**config.mk**
```make
export PLATFORM = sky130hd
export DESIGN_NAME = median_rank_pipe
export DESIGN_NICKNAME = d
export VERILOG_FILES = /design/src/rtl/median_rank_pipe.sv
export SDC_FILE = /design/constraint.sdc
export NUM_CORES = 2
export LEC_CHECK = 0
export BUFFER_PORTS_ARGS = -buffer_cell sky130_fd_sc_hd__buf_2
export CAP_MARGIN = 20
export CORE_ASPECT_RATIO = 2
export CORE_MARGIN = 1.5
export CORE_UTILIZATION = 60
export DETAILED_ROUTE_END_ITERATION = 8
export HOLD_SLACK_MARGIN = 0.1
export PLACE_DENSITY = 0.79
export SETUP_SLACK_MARGIN = 0.3
export SLEW_MARGIN = 40
export SYNTH_ARGS = -nofsm -noshare
export SYNTH_HDL_FRONTEND = slang
export SYNTH_SLANG_ARGS = --single-unit
```
**constraint.sdc**
```tcl
create_clock -name clk -period 27.2 [get_ports clk]
set_clock_uncertainty 0.1 [all_clocks]
set_input_delay 0 -clock clk [delete_from_list [all_inputs] [get_ports clk]]
set_output_delay 0 -clock clk [all_outputs]
set_load 0.01 [all_outputs]
```
**src/rtl/median_rank_pipe.sv**
```systemverilog
// median_rank_pipe: per-channel 3x3 rank filter (min / median / max) built on a
// 9-round odd-even transposition sorting network. Optional impulse bypass: NOISE_BYPASS_EN.
module median_rank_pipe #(
    parameter int DATA_W = 8,
    parameter int CH     = 1
) (
    input  logic                   clk,
    input  logic                   rst,
    input  logic                   in_valid,
    output logic                   in_ready,
    input  logic [9*CH*DATA_W-1:0] in_win,
    input  logic [1:0]             in_rank,
    output logic                   out_valid,
    input  logic                   out_ready,
    output logic [CH*DATA_W-1:0]   out_px,
    output logic                   out_bypass
);
    localparam int NS = 10;  // stage 0 capture + 9 compare-exchange rounds

    // A pixel packs its channels; a window packs its 9 pixels, matching in_win.
    typedef logic [CH-1:0][DATA_W-1:0] pixel_t;
    typedef pixel_t [8:0]              window_t;

    logic [NS-1:0]           st_v;
    logic [NS-1:0][1:0]      st_r;
    window_t [NS-1:0]        st_d;
    window_t [NS-1:1]        nx_d;
    pixel_t                  sel;
    logic                    advance;
    logic                    unused_sorted;

    // Global stall: nothing moves while a result waits on the consumer.
    assign advance   = !(st_v[NS-1] && !out_ready);
    assign in_ready  = advance;
    assign out_valid = st_v[NS-1];

    // Round s compares pairs (0,1),(2,3).. when s is odd and (1,2),(3,4).. when
    // even; nine alternating rounds fully sort nine values, channel by channel.
    always_comb begin
        for (int s = 1; s < NS; s++) begin
            nx_d[s] = st_d[s-1];
            for (int p = 0; p < 8; p++) begin
                if ((p % 2) == ((s - 1) % 2)) begin
                    for (int c = 0; c < CH; c++) begin
                        if (st_d[s-1][p][c] > st_d[s-1][p+1][c]) begin
                            nx_d[s][p][c]   = st_d[s-1][p+1][c];
                            nx_d[s][p+1][c] = st_d[s-1][p][c];
                        end
                    end
                end
            end
        end
    end

    // NOTE: data registers are reset along with the valid bits so that out_px,
    // which is decoded straight from the last stage, reads zero during reset.
    // Data only loads behind a valid word, so bubbles never overwrite a result.
    always_ff @(posedge clk or posedge rst) begin
        if (rst) begin
            st_v <= '0;
            st_r <= '0;
            st_d <= '0;
        end else if (advance) begin
            st_v <= {st_v[NS-2:0], in_valid};
            if (in_valid) begin
                st_d[0] <= in_win;
                st_r[0] <= in_rank;
            end
            for (int s = 1; s < NS; s++) begin
                if (st_v[s-1]) begin
                    st_d[s] <= nx_d[s];
                    st_r[s] <= st_r[s-1];
                end
            end
        end
    end

    // The sort is per channel, so each sorted position is already a whole pixel.
    always_comb begin
        sel = '0;
        case (st_r[NS-1])
            2'd0:    sel = st_d[NS-1][0];
            2'd2:    sel = st_d[NS-1][8];
            default: sel = st_d[NS-1][4];
        endcase
    end

    // Only sorted positions 0, 4 and 8 are ever selected.
    assign unused_sorted = ^{st_d[NS-1][7:5], st_d[NS-1][3:1]};

`ifdef NOISE_BYPASS_EN
    pixel_t [NS-1:1] st_c;
    logic            impulse;

    // The centre is copied out before sorting scrambles positions.
    always_ff @(posedge clk or posedge rst) begin
        if (rst) begin
            st_c <= '0;
        end else if (advance) begin
            if (st_v[0]) st_c[1] <= st_d[0][4];
            for (int s = 2; s < NS; s++) begin
                if (st_v[s-1]) st_c[s] <= st_c[s-1];
            end
        end
    end

    always_comb begin
        impulse = 1'b0;
        for (int c = 0; c < CH; c++) begin
            if (st_c[NS-1][c] == '0 || st_c[NS-1][c] == '1) impulse = 1'b1;
        end
    end

    // Median ranks (1 and 3) pass a clean centre through untouched.
    assign out_bypass = st_r[NS-1][0] && !impulse;
    assign out_px     = out_bypass ? st_c[NS-1] : sel;
`else
    assign out_bypass = 1'b0;
    assign out_px     = sel;
`endif

endmodule

```
==> results.sh <==
export IMPL_maxCapViolCount=0
export IMPL_cp_start_kind="input pin"
export IMPL_cts_made_buffers=57
export IMPL_die_x_microns=183.1
export IMPL_required_ns=27.80
export IMPL_synth_edf_count=0
export IMPL_slew_headroom_pct=41.94
export IMPL_post_route_min_period_ns=3.728
export IMPL_yosysTopAreaCell="dfrtp_1"
export IMPL_drc_errors=0
export IMPL_clock_sinks=670
export IMPL_seq_area_frac_synth_pct=43.09
export IMPL_fin_nets=4630
export IMPL_grt_pass1_wl_microns=156400
export IMPL_area_growth_pct=9.210
export IMPL_layout_setup_ws_ns=23.47
export IMPL_period_share_pct=13.71
export IMPL_yosysWarnings=0
export IMPL_drt_iter0_drc=1969
export IMPL_status="completed"
export IMPL_path_class="input pin to async pin"
export IMPL_drt_first_pass_iters=6
export IMPL_synth_seq_cells=670
export IMPL_io_pins=89
export IMPL_cp_startpoint="rst"
export IMPL_num_vias=32090
export IMPL_initial_utilization_pct=60.86
export IMPL_worstHoldPathType="flip-flop to flip-flop"
export IMPL_cts_path_max_buffers=3
export IMPL_ff2ff_setup_slack_ns=24.16
export IMPL_synth_cell_types=35
export IMPL_synthesis_area_sq_um=38910
export IMPL_core_sq_um=63920
export IMPL_post_place_ws_ns=23.10
export IMPL_hp_start="st_v[1]"
export IMPL_grt_antenna_before_repair=0
export IMPL_max_freq_mhz=268.2
export IMPL_ctsRootBufferMaster="clkbuf_16"
export IMPL_avgRoutedWirePerCell_microns=18.24
export IMPL_avgSynthCellArea_sq_um=9.107
export IMPL_endpoint_kind="async pin"
export IMPL_clk_pin_slew_ns=0.07
export IMPL_std_cell_rows=131
export IMPL_cp_max_fo=82
export IMPL_htree_levels=2
export IMPL_die_height_microns=363.1
export IMPL_drt_wl_total_microns=93400
export IMPL_rr_startpoint="st_v[9]"
export IMPL_dieArea_sq_um=66470
export IMPL_yosysMostFrequentCell="dfrtp_1"
export IMPL_finalMaxSlewViolations=0
export IMPL_place_inst=4857
export IMPL_synthTopCellsByArea="dfrtp_1 (43%), ha_1 (8.7%), a31oi_1 (8.0%)"
export IMPL_rsz0062_at_grt="false"
export IMPL_async_reset_ff_share_pct=100.0
export IMPL_hpwlAfterDp_microns=65300
export IMPL_place_congestion=0.9409
export IMPL_nFillCells=5037
export IMPL_finalCoreUtilization_pct=66.47
export IMPL_clock_latency_ns=0.62
export IMPL_synth_commonest_cells="dfrtp_1 (670), nor2_1 (530), o21ai_0 (521)"
export IMPL_diodes=0
export IMPL_cp_arrival_ns=4.33
export IMPL_grt_pass1_vias=32170
export IMPL_synth_top_flop_cell="dfrtp_1"
export IMPL_hold_viol_final=0
export IMPL_tns_ns=0
export IMPL_grt_overflow_total=0
export IMPL_port_buffers=87
export IMPL_viasPerCell=6.268
export IMPL_syn_nets=4622
export IMPL_setup_violations=0
export IMPL_netlist_instances=4272
export IMPL_ant_nets=0
export IMPL_fin_cells=5120
export IMPL_cts_tree="yes"
export IMPL_tightestPinTransition_ns=0.8644
export IMPL_drive_gt1_share_pct=11.04
export IMPL_grt_max_degree=108
export IMPL_grt_usage_pct=28.60
export IMPL_synth_top_area_share_pct=43.09
-- path summary, 6_finish.rpt --
check / end / cells after the start
min: st_v[1] / 1
max: st_d[280] / 9
min reg2reg: st_v[1] / 1
max reg2reg: st_d[136] / 5
max in group clk: st_d[136] / 5
min in group asynchronous: st_d[519] / 4
-- state kept, by name, indices dropped and copies added (netlist names) --
register	cells
st_d	568
nx_d	72
st_r	20
st_v	10
-- logic make-up after synthesis --
logic type / after synthesis / synth area share, %
flip-flops: 670 / 43.09
AND/OR/NAND/NOR: 1352 / 17.96
other: 1 / 0.009639
adder cells (fa/ha/maj): 272 / 8.747
buffers and inverters: 627 / 7.493
multiplexers: 140 / 4.026
AO/OA/AOI/OAI: 1210 / 18.67
-- worst max-delay path: stages --
cell           delay, ns
dlygate4sd3_1       0.53
buf_2               0.11
dlygate4sd3_1       0.62
inv_8               0.22
buf_16              0.32
buf_6               0.52
buf_6               0.54
buf_6               0.63
buf_6               0.58
-- layout make-up --
cell class              instances  area [sq um]  area share (%)
clock buffers                  78          1655           3.896
clock inverters                23         256.5          0.6037
inverters                     308          1164           2.739
multi-input cells            2975         19390           45.64
flip-flops and latches        670         16770           39.46
well taps                     798         998.5           2.350
repair buffers                268          2258           5.315
-- what timing repair did --
action	4_1_cts	5_1_grt
endpoints found under the setup margin	0	0
setup buffers	0	0
hold buffers	161	0
gates resized for setup	0	0
hold endpoints to repair	187	0
-- metal layers --
layer	vias up	track usage (%)	part of all wire (%)
met3	416	2.474	3.2
met1	15340	28.79	35
met2	922	55.79	55
met4	0	17.63	6.8
met5	-	0	0
li1	15410	-	-
-- metrics by stage --
stage          area [sq um]  hold slack, ns
2_1_floorplan         38910         0.05045
3_3_place_gp          38760         0.06696
3_5_place_dp          38910         0.07296
4_1_cts               42440          0.3780
5_1_grt               42490          0.3914
6_report              42490          0.3753
-- cells in the final DEF, fill, tap and decap left out, types with 2 or more instances in the layout --
cell type,instances
clkinv_2,13
clkinvlp_4,2
a31oi_1,496
inv_1,307
nor4_4,28
a211oi_2,28
nand3_1,443
buf_6,11
and2_1,35
bufinv_16,5
clkbuf_1,6
o21ai_0,521
a211oi_1,6
or4_4,12
clkbuf_16,57
clkbuf_8,15
clkinv_4,3
buf_4,8
ha_1,272
nand3_2,53
a21o_1,42
nor4_2,6
dlygate4sd3_1,161
mux2i_1,8
or4_1,22
nand4_1,68
dfrtp_1,670
o211ai_1,34
nor2b_1,35
nand2_1,76
o21ai_1,49
buf_2,87
or2_2,6
o211a_1,34
and2_4,7
nor2_1,530
or2_0,28
mux2_2,132
Power is left out: the tool's default activity adds up to more than one toggle a clock period on the data nets, which glitch-free logic cannot reach.
